--- src/rtl/game_timer_ctrl.sv ---
// Round countdown controller: holds a 3-digit BCD time (tens.ones.tenths of seconds),
// sequences the external 100 ms tick timer and flags expiry.
module game_timer_ctrl #(
  parameter logic [3:0] DEFAULT_TENS = 4'd3,
  parameter logic [3:0] DEFAULT_ONES = 4'd0
) (
  input  logic       clk,
  input  logic       reset,
  input  logic       start,
  input  logic       pause,
  input  logic       abort,
  input  logic [3:0] load_tens,
  input  logic [3:0] load_ones,
  input  logic       tick_100ms,
  output logic       timer_en,
  output logic       timer_reset_n,
  output logic [3:0] sec_tens,
  output logic [3:0] sec_ones,
  output logic [3:0] tenths,
  output logic       running,
  output logic       time_up,
  output logic       expired,
  output logic [2:0] dbg_state
);

  typedef enum logic [2:0] {
    S_IDLE    = 3'd0,
    S_ARM     = 3'd1,
    S_RUN     = 3'd2,
    S_PAUSED  = 3'd3,
    S_EXPIRED = 3'd4
  } state_t;

  state_t     state, next_state;
  logic [3:0] next_tens, next_ones, next_tenths;
  logic [3:0] dec_tens, dec_ones, dec_tenths;
  logic [3:0] cap_tens, cap_ones;
  logic       dec_zero;

  assign dbg_state = state;
  assign cap_tens  = (load_tens > 4'd9) ? 4'd9 : load_tens;
  assign cap_ones  = (load_ones > 4'd9) ? 4'd9 : load_ones;

  // One-tenth BCD decrement with borrow; only used in RUN, where the value is nonzero.
  always_comb begin
    dec_tens   = sec_tens;
    dec_ones   = sec_ones;
    dec_tenths = tenths;
    if (tenths != 4'd0) begin
      dec_tenths = tenths - 4'd1;
    end else begin
      dec_tenths = 4'd9;
      if (sec_ones != 4'd0) begin
        dec_ones = sec_ones - 4'd1;
      end else begin
        dec_ones = 4'd9;
        if (sec_tens != 4'd0) dec_tens = sec_tens - 4'd1;
      end
    end
  end

  assign dec_zero = (dec_tens == 4'd0) && (dec_ones == 4'd0) && (dec_tenths == 4'd0);

  always_comb begin
    next_state  = state;
    next_tens   = sec_tens;
    next_ones   = sec_ones;
    next_tenths = tenths;
    case (state)
      S_IDLE, S_EXPIRED: begin
        if (start) begin
          next_state  = S_ARM;
          next_tens   = cap_tens;
          next_ones   = cap_ones;
          next_tenths = 4'd0;
        end
      end
      S_ARM: begin
        if ((sec_tens != 4'd0) || (sec_ones != 4'd0) || (tenths != 4'd0))
          next_state = S_RUN;
        else
          next_state = S_EXPIRED;
      end
      S_RUN: begin
        // A tick coinciding with pause is still counted; reaching 0.0 expires regardless.
        if (tick_100ms) begin
          next_tens   = dec_tens;
          next_ones   = dec_ones;
          next_tenths = dec_tenths;
          if (dec_zero)   next_state = S_EXPIRED;
          else if (pause) next_state = S_PAUSED;
        end else if (pause) begin
          next_state = S_PAUSED;
        end
      end
      S_PAUSED: begin
        if (!pause) next_state = S_RUN;
      end
      default: next_state = S_IDLE;
    endcase
    if (abort) begin
      next_state  = S_IDLE;
      next_tens   = sec_tens;
      next_ones   = sec_ones;
      next_tenths = tenths;
    end
  end

  // Status outputs are registered from the next state so they line up with the state register.
  always_ff @(posedge clk) begin
    if (!reset) begin
      state         <= S_IDLE;
      sec_tens      <= DEFAULT_TENS;
      sec_ones      <= DEFAULT_ONES;
      tenths        <= 4'd0;
      timer_en      <= 1'b0;
      timer_reset_n <= 1'b0;
      running       <= 1'b0;
      time_up       <= 1'b0;
      expired       <= 1'b0;
    end else begin
      state         <= next_state;
      sec_tens      <= next_tens;
      sec_ones      <= next_ones;
      tenths        <= next_tenths;
      timer_en      <= (next_state == S_RUN);
      running       <= (next_state == S_RUN);
      timer_reset_n <= (next_state != S_ARM);
      expired       <= (next_state == S_EXPIRED);
      time_up       <= (next_state == S_EXPIRED) && (state != S_EXPIRED);
    end
  end

endmodule
--- config.mk ---
export PLATFORM = sky130hd
export DESIGN_NAME = game_timer_ctrl
export DESIGN_NICKNAME = d
export VERILOG_FILES = /design/src/rtl/game_timer_ctrl.sv
export SDC_FILE = /design/constraint.sdc
export NUM_CORES = 1
export LEC_CHECK = 0
export BUFFER_PORTS_ARGS = -buffer_cell sky130_fd_sc_hd__buf_4
export CAP_MARGIN = 20
export CORE_ASPECT_RATIO = 0.9
export CORE_MARGIN = 4
export CORE_UTILIZATION = 40
export DETAILED_ROUTE_END_ITERATION = 6
export HOLD_SLACK_MARGIN = 0.12
export SETUP_SLACK_MARGIN = 0.5
export SLEW_MARGIN = 20
export SYNTH_ARGS = -nofsm -noshare
export SYNTH_HDL_FRONTEND = slang
export SYNTH_SLANG_ARGS = --single-unit
export TNS_END_PERCENT = 30
--- constraint.sdc ---
create_clock -name clk -period 2.47 [get_ports clk]
set_input_delay 0 -clock clk [delete_from_list [all_inputs] [get_ports clk]]
set_output_delay 0 -clock clk [all_outputs]
set_load 0.02 [all_outputs]
==> results.toml, run 1 <==
[run_status]
status = "complete, no violations"

[floorplanning]
ios = 34
core-area_um2 = 3040
rows = 19
start_util = 0.418
die_h_um = 61.5
die_x_um = 67.4
dieArea_um2 = 4150

[sta]
fmax_mhz = 468
tns_ns = 0
rsz0062_at_grt = "true"
timing.final.crit_period_ns = 2.14
clock-skew-final_ns = 0.00446
worst_pin_slew_ns = 0.578
period_share = 0.866
setup-violations-final = 0
finalHoldViolations = 0
hold-worst-slack_ns = 0.122
slew_viol_final = 0
relSlewSlack = 0.614
worst_slack_ns = 0.331

[setup_path]
reg2reg_to = "time_up$_SDFF_PN0_"
endpoint_kind = "flip-flop"
crit_fanout = 5
crit_path_frequent_cell = "or3_4"
startpoint_type = "flip-flop"
cp_top_family = "simple AND/OR/NAND/NOR gates"
r2r-start = "tenths[1]$_SDFFE_PN0P_"
worstRegToRegCells = 7
worstSetupPathDepth = 7
crit_chain = "inv_4 > ha_4 > or4b_4 > or3_4 > or3_4 > a21oi_4 > o21a_1"
slowest_delay_ns = 0.49
timing_worst_setup_path_type = "reg2reg"
path_buf_inv = 1
critPathSlowestCell = "or4b_4"
cp_data_required_time_ns = 2.72
cp.arrival_ns = 2.39
reg2reg_slack_ns = 0.33

[route]
dr.pass1.iters = 4
drtIter0Drc = 85
ant_nets = 0
vias = 1361
via_per_inst = 5.42
drc_errors = 0
wirelength_mm = 3.55
wl_per_cell_um = 14.1

[min_path]
worstHoldPathCells = 5
hold_start = "load_ones[0]"
hold_class = "in2reg"
min_to = "sec_ones[0]$_SDFFE_PN0P_"

[grt]
grt_max_degree = 16
grt-busiest-layer = "met2"
antenna_found_initial = 0
grt_pass1_vias = 1191
grt_use_met1 = 0.254
met3_usage = 0.0438
grt_pass1_wl_mm = 5.69
globalRouteOverflowTotal = 0
track_usage = 0.183
gr-usage-met2 = 0.297

[clock_tree]
ctsRootBufferMaster = "clkbuf_4"
htreeDepth = 1
tritoncts = "built"
path_clk_slew_ns = 0.11
clock_sinks = 19
clockBufferDepth = 2
insertion_delay_ns = 0.30
cts_buffers = 3

[synth]
syn_nets = 180
synth_compound_area_frac = 0.298
syn_area_per_cell_um2 = 7.85
ys.flop_type = "dfxtp_1"
synth_fa_ha_area_frac = 0.0394
synth-edff-count = 0
syn_area_um2 = 1270
synth-warning-count = 0
synthSimpleGateAreaFrac = 0.294
syn_inst = 162
synthArstFlopShare = 0
synth-seq-cells = 19
synth_top_family_by_area = "compound AO/OA/AOI/OAI gates"
netlist-cell-type-count = 46
synthXorXnorAreaFrac = 0
synth_mux_area_frac = 0
synth_seq_area_share = 0.299

[pwr]
combPwrFrac = 0.260
p_total_w = 0.000666
ir_drop_mv = 0.318
pwr-share-clk = 0.242
netSwitchingFraction = 0.304
p_seq_frac = 0.499
cell_internal_pwr_w = 0.000464
switchingPower_w = 0.000202
power_density_nw_per_um2 = 371
p_leak_nw = 0.729

[place]
dp_slack_ns = 0.234
hpwl_mm = 2.48
gp_congestion = 0.815
io_buffers = 33

[cells_and_area]
diodes = 0
fin_util = 0.589
nets = 228
area.growth.synth_to_final_pct = 41.0
drive_above_1_share = 0.316

[run]
maxCapViolations = 0
[power by group through the flow]
| stage | clock, W | sequential, W | combinational (W) |
|---|---|---|---|
| final | 0.000161 | 0.000332 | 0.000173 |
| after global routing | 0.000175 | 0.000335 | 0.000188 |
| after CTS | 0.000165 | 0.000332 | 0.000160 |
| after detailed placement | 0 | 0.000338 | 0.000139 |
| after global placement | 0 | 0.000337 | 0.000139 |
| after floorplan | 0 | 0.000344 | 0.0000794 |
[timing repair]
item | 4_1_cts | 5_1_grt
hold buffers | 8 | 0
pin swaps | 2 | 2
setup endpoints to repair | 9 | 10
gates resized for setup | 3 | 7
endpoints found under the hold margin | 15 | 0
setup buffers | 9 | 2
[logic make-up after synthesis]
| group | Yosys count |
|---|---|
| compound gates | 55 |
| fa+ha+maj | 4 |
| buf+inv | 20 |
| flops | 19 |
| simple gates | 64 |
[stage by stage]
step                cell area (um^2)  instances
floorplan                       1310        162
global placement                1560        228
detailed placement              1560        228
CTS                             1760        249
global route                    1790        251
finish                          1790        251
[layout make-up]
type | count | area (um^2)
fill | 293 | 1250
tap | 42 | 52.6
clock inverter | 1 | 5.00
clock buffer | 3 | 22.5
inverter | 9 | 38.8
multi-input combinational | 123 | 860
timing repair buffer | 54 | 425
sequential | 19 | 389
[cell usage in the layout (no fill, tap or decap), types with 2 or more instances in the layout]
master         count
nor3_1             5
nand2b_1           6
buf_4             46
ha_1               3
a31oi_1            2
o211ai_1           3
clkbuf_4           3
nand3b_1           3
a22oi_1            3
or3_4              2
inv_4              2
nor2b_1            7
o31a_1             2
dfxtp_1           16
or3_1              2
nor2_1             7
nand2_1           12
nor3b_1            4
a21boi_0           3
o41ai_1            3
nor4_2             2
dfxtp_4            2
inv_1              7
nand3_1            4
dlygate4sd3_1      8
o21a_1             7
nor4_1             3
a21oi_1            7
o21ai_0           11
[worst max path at each step]
stage,from,slack [ns],end
floorplan,tenths[1]$_SDFFE_PN0P_,0.32,time_up$_SDFF_PN0_
global placement,sec_tens[2]$_SDFFE_PN0P_,0.31,running$_SDFF_PN0_
detailed placement,sec_tens[2]$_SDFFE_PN0P_,0.23,running$_SDFF_PN0_
CTS,sec_tens[2]$_SDFFE_PN0P_,0.31,running$_SDFF_PN0_
global route,tenths[1]$_SDFFE_PN0P_,0.25,running$_SDFF_PN0_
finish,tenths[1]$_SDFFE_PN0P_,0.33,time_up$_SDFF_PN0_
[flip-flops by register name (all words and copies together) (netlist names)]
signal,flops
running,1
sec_ones,4
timer_reset_n,1
dbg_state,3
sec_tens,4
time_up,1
expired,1
tenths,4
[Yosys cell counts, types with 2 or more instances]
cell | instances | area share
a21boi_0 | 4 | 0.024
a21oi_1 | 7 | 0.028
a22oi_1 | 3 | 0.018
a31oi_1 | 2 | 0.0098
clkbuf_1 | 8 | 0.024
dfxtp_1 | 19 | 0.30
ha_1 | 4 | 0.039
inv_1 | 9 | 0.027
nand2_1 | 12 | 0.035
nand2b_1 | 6 | 0.030
nand3_1 | 4 | 0.016
nand3b_1 | 3 | 0.018
nor2_1 | 7 | 0.021
nor2b_1 | 7 | 0.034
nor3_1 | 5 | 0.020
nor3b_1 | 4 | 0.024
nor4_1 | 5 | 0.025
o211ai_1 | 3 | 0.018
o21a_1 | 7 | 0.041
o21ai_0 | 12 | 0.047
o31a_1 | 2 | 0.014
o41ai_1 | 3 | 0.021
or3_1 | 3 | 0.015
[metal layers]
| layer | vias to the layer above | routed length (um) |
|---|---|---|
| met5 | - | 0 |
| met4 | 0 | 17 |
| met3 | 2 | 200 |
| met2 | 40 | 1590 |
| met1 | 629 | 1740 |
| li1 | 690 | - |
[worst reg2reg max path: stages (launching register included)]
cell and delay (ns):
dfxtp_4 0.37, inv_4 0.06, ha_4 0.13, or4b_4 0.49, or3_4 0.38, or3_4 0.35, a21oi_4 0.18, o21a_1 0.13
(Power assumes the default switching activity.)
==> run 2, diff against run 1 <==
BUFFER_PORTS_ARGS = -buffer_cell sky130_fd_sc_hd__buf_2   (was -buffer_cell sky130_fd_sc_hd__buf_4)
CORE_UTILIZATION = 35   (was 40)
RECOVER_POWER = 100   (was unset)
==> results.toml, run 2 (synthesis results as in run 1) <==
[grt]
antenna_found_initial = 0
globalRouteOverflowTotal = 0
grt_pass1_vias = 1299
grt_max_degree = 16
track_usage = 0.163
grt_pass1_wl_mm = 6.09

[setup_path]
cp_top_family = "simple AND/OR/NAND/NOR gates"
startpoint_type = "flip-flop"
slowest_delay_ns = 0.55
critPathSlowestCell = "o311ai_0"
timing_worst_setup_path_type = "reg2reg"
endpoint_kind = "flip-flop"
path_buf_inv = 1
crit_chain = "inv_4 > ha_4 > or4b_4 > or3_1 > o311ai_0 > nand2_1"
cp.arrival_ns = 2.40
cp_data_required_time_ns = 2.60
crit_fanout = 6
worstRegToRegCells = 6
worstSetupPathDepth = 6

[sta]
setup-violations-final = 0
rsz0062_at_grt = "true"
period_share = 0.918
relSlewSlack = 0.609
fmax_mhz = 441
worst_slack_ns = 0.203
timing.final.crit_period_ns = 2.27
finalHoldViolations = 0
worst_pin_slew_ns = 0.587
clock-skew-final_ns = 0.000738
slew_viol_final = 0
tns_ns = 0

[route]
vias = 1404
wirelength_mm = 3.83
drc_errors = 0
ant_nets = 0
via_per_inst = 5.55
drtIter0Drc = 52
wl_per_cell_um = 15.1
dr.pass1.iters = 4

[run]
maxCapViolations = 0

[min_path]
worstHoldPathCells = 4
hold_class = "in2reg"

[clock_tree]
htreeDepth = 1
clock_sinks = 19
tritoncts = "built"
ctsRootBufferMaster = "clkbuf_8"
path_clk_slew_ns = 0.07
clockBufferDepth = 2
insertion_delay_ns = 0.26
cts_buffers = 3

[place]
gp_congestion = 0.830
dp_slack_ns = 0.226
hpwl_mm = 2.51
io_buffers = 33

[run_status]
status = "complete, no violations"

[cells_and_area]
drive_above_1_share = 0.215
nets = 228
final_common_cell = "clkbuf_1"
area.growth.synth_to_final_pct = 34.3
diodes = 0
fillers = 347
reg_top3 = "sec_ones (4), sec_tens (4), tenths (4)"
final_cell_mix = "21 x clkbuf_1, 18 x dfxtp_1, 14 x buf_2"

[pwr]
power_density_nw_per_um2 = 421
ir_drop_mv = 0.282
p_leak_nw = 0.644

[floorplanning]
dieArea_um2 = 4660
core-area_um2 = 3430
start_util = 0.371
rows = 20
die_h_um = 65.2
die_x_um = 71.5
ios = 34
[run 2: stage by stage]
stage	hold WS (ns)	utilization	power, W	instances	area (um^2)
finish	0.161	0.498	0.000719	253	1710
detailed placement	0.267	0.432	0.000465	230	1480
floorplan	0.0731	-	0.000423	162	1310
global route	0.191	0.498	0.000758	253	1710
global placement	0.266	0.432	0.000464	230	1480
CTS	0.157	0.486	0.000708	249	1670
[run 2: layout make-up]
cell class | instances | area [um^2] | area share
inverters | 9 | 38.8 | 0.0227
clock buffers | 4 | 45.0 | 0.0264
well taps | 44 | 55.1 | 0.0323
flip-flops and latches | 19 | 384 | 0.225
multi-input cells | 123 | 871 | 0.510
repair buffers | 54 | 313 | 0.183
[run 2: timing repair]
item	in CTS	in global routing
pin swaps	1	6
resized for setup	2	11
buffers inserted	8	4
cloned	0	0
hold buffers	7	0
endpoints found under the setup margin	9	11
endpoints found under the hold margin	8	0
[run 2: path summary, 6_finish.rpt]
path | slack (ns) | to | from
setup / recovery | 0.20 | dbg_state[1]$_SDFF_PN0_ | tenths[1]$_SDFFE_PN0P_
hold / removal | 0.16 | sec_ones[2]$_SDFFE_PN0P_ | load_ones[3]
setup reg to reg | 0.20 | dbg_state[1]$_SDFF_PN0_ | tenths[1]$_SDFFE_PN0P_
hold reg to reg | 0.53 | sec_tens[1]$_SDFFE_PN1P_ | sec_tens[1]$_SDFFE_PN1P_
[run 2: per-layer routing]
metal,routed length (um),track usage,up-vias,part of all wire
met3,271,0.0398,6,0.071
met1,1770,0.217,659,0.46
li1,-,-,689,-
met5,0,0,-,0
met4,44,0.0516,0,0.012
met2,1740,0.257,50,0.45
[run 2: power breakdown]
group | switching [W] | internal [W] | total [W]
Combinational | 0.0000880 | 0.0000765 | 0.000165
Clock | 0.000105 | 0.000115 | 0.000220
Sequential | 0.0000189 | 0.000316 | 0.000335
[run 2: worst register-to-register path: stages (launching register included)]
cell	delay [ns]
dfxtp_1	0.34
inv_4	0.07
ha_4	0.15
or4b_4	0.51
or3_1	0.41
o311ai_0	0.55
nand2_1	0.12
==> run 3, diff against run 2 <==
CORE_UTILIZATION = 45   (was 35)
PLACE_DENSITY = 0.7   (was unset)
==> results.toml, run 3 (synthesis results as in run 1) <==
[run_status]
status = "complete, no violations"

[cells_and_area]
final-seq-area_um2 = 385
final_cell_mix = "20 x clkbuf_1, 17 x dfxtp_1, 16 x buf_2"
reg_top3 = "sec_ones (4), sec_tens (4), tenths (4)"
final_common_cell = "clkbuf_1"
multi_input_area_um2 = 883
area.growth.synth_to_final_pct = 34.2
drive_above_1_share = 0.224
fillers = 261
fin_util = 0.626
nets = 229
diodes = 0

[grt]
grt_use_met1 = 0.267
grt-busiest-layer = "met2"
met3_usage = 0.0305
globalRouteOverflowTotal = 0
antenna_found_initial = 0
grt_pass1_wl_mm = 6.01
track_usage = 0.200
gr-usage-met2 = 0.331
grt_max_degree = 16
grt_pass1_vias = 1306

[pwr]
power_density_nw_per_um2 = 381
pwr-share-clk = 0.251
p_seq_frac = 0.515
netSwitchingFraction = 0.320
cell_internal_pwr_w = 0.000442
p_leak_nw = 0.648
ir_drop_mv = 0.213
switchingPower_w = 0.000208
combPwrFrac = 0.233

[run]
maxCapViolations = 0

[route]
drtIter0Drc = 76
wl_per_cell_um = 15.2
vias = 1436
drc_errors = 0
ant_nets = 0
dr.pass1.iters = 5
wirelength_mm = 3.81
via_per_inst = 5.74

[floorplanning]
dieArea_um2 = 3740
rows = 18
start_util = 0.466
ios = 34
die_x_um = 64.0
core-area_um2 = 2730
die_h_um = 58.4

[setup_path]
cp_data_required_time_ns = 2.65
endpoint_kind = "flip-flop"
crit_fanout = 5
cp.arrival_ns = 2.40
startpoint_type = "flip-flop"
timing_worst_setup_path_type = "reg2reg"

[sta]
period_share = 0.900
clock-skew-final_ns = 0.00541
setup-violations-final = 0
tns_ns = 0
fmax_mhz = 450
rsz0062_at_grt = "true"
finalHoldViolations = 0
timing.final.crit_period_ns = 2.22
worst_pin_slew_ns = 0.633
slew_viol_final = 0
relSlewSlack = 0.577

[clock_tree]
clock_sinks = 19
htreeDepth = 1
tritoncts = "built"
clockBufferDepth = 2
insertion_delay_ns = 0.30
ctsRootBufferMaster = "clkbuf_4"
cts_buffers = 3
path_clk_slew_ns = 0.12

[place]
io_buffers = 33
hpwl_mm = 2.46
gp_congestion = 0.866

[min_path]
hold_class = "in2reg"
[run 3: changes by cell type in the layout (fill, tap and decap cells not counted), moves of 2 or more]
cell           change
buf_2              +2
buf_4              -2
clkbuf_4           +2
clkbuf_8           -3
dlygate4sd3_1      +2
[run 3: worst paths after layout]
kind                                  from                       end  slack (ns)  depth (start not counted)
setup / recovery    tenths[1]$_SDFFE_PN0P_   dbg_state[1]$_SDFF_PN0_        0.25                          6
hold / removal                load_tens[2]  sec_tens[2]$_SDFFE_PN0P_        0.15                          4
setup reg to reg    tenths[1]$_SDFFE_PN0P_   dbg_state[1]$_SDFF_PN0_        0.25                          6
hold reg to reg   sec_tens[1]$_SDFFE_PN1P_  sec_tens[1]$_SDFFE_PN1P_        0.51                          2
[run 3: per-stage QoR]
stage,worst slack [ns],cells,area [um^2],total power (W),hold slack [ns]
finish,0.247,250,1710,0.000650,0.147
global route,0.165,250,1710,0.000688,0.186
CTS,0.300,247,1680,0.000647,0.132
detailed placement,0.221,226,1480,0.000464,0.286
global placement,0.320,226,1480,0.000462,0.281
floorplan,0.323,162,1310,0.000423,0.0731
[run 3: repair_timing]
action / CTS / global route
setup endpoints to repair: 9 / 12
cloned: 0 / 0
gates resized for setup: 5 / 13
setup buffers: 8 / 3
pin swaps: 5 / 12
hold endpoints to repair: 15 / 0
hold buffers: 9 / 0
[run 3: cell type report]
type	instances	share of cell area
multi-input combinational	123	0.518
clock inverter	1	0.00293
tap	40	0.0293
timing repair buffer	55	0.188
sequential	19	0.226
inverter	9	0.0227
clock buffer	3	0.0132
[run 3: metal layers]
| layer | routed length, um | up-vias | share of wire |
|---|---|---|---|
| met3 | 214 | 5 | 0.056 |
| met4 | 37 | 0 | 0.0097 |
| met5 | 0 | - | 0 |
| met1 | 1700 | 691 | 0.45 |
| met2 | 1850 | 46 | 0.49 |
| li1 | - | 694 | - |
[run 3: power by group through the flow]
stage | Clock (W) | Sequential (W) | Combinational (W)
after detailed placement | 0 | 0.000338 | 0.000127
after CTS | 0.000167 | 0.000331 | 0.000149
after global placement | 0 | 0.000336 | 0.000126
final | 0.000163 | 0.000335 | 0.000152
after global routing | 0.000186 | 0.000337 | 0.000166
after floorplan | 0 | 0.000344 | 0.0000794
[run 3: worst max-delay path, stage by stage (launching register included)]
cell	delay (ns)
dfxtp_1	0.35
inv_4	0.07
ha_4	0.14
or4b_1	0.52
or3_1	0.44
o311ai_1	0.44
nand2_1	0.14
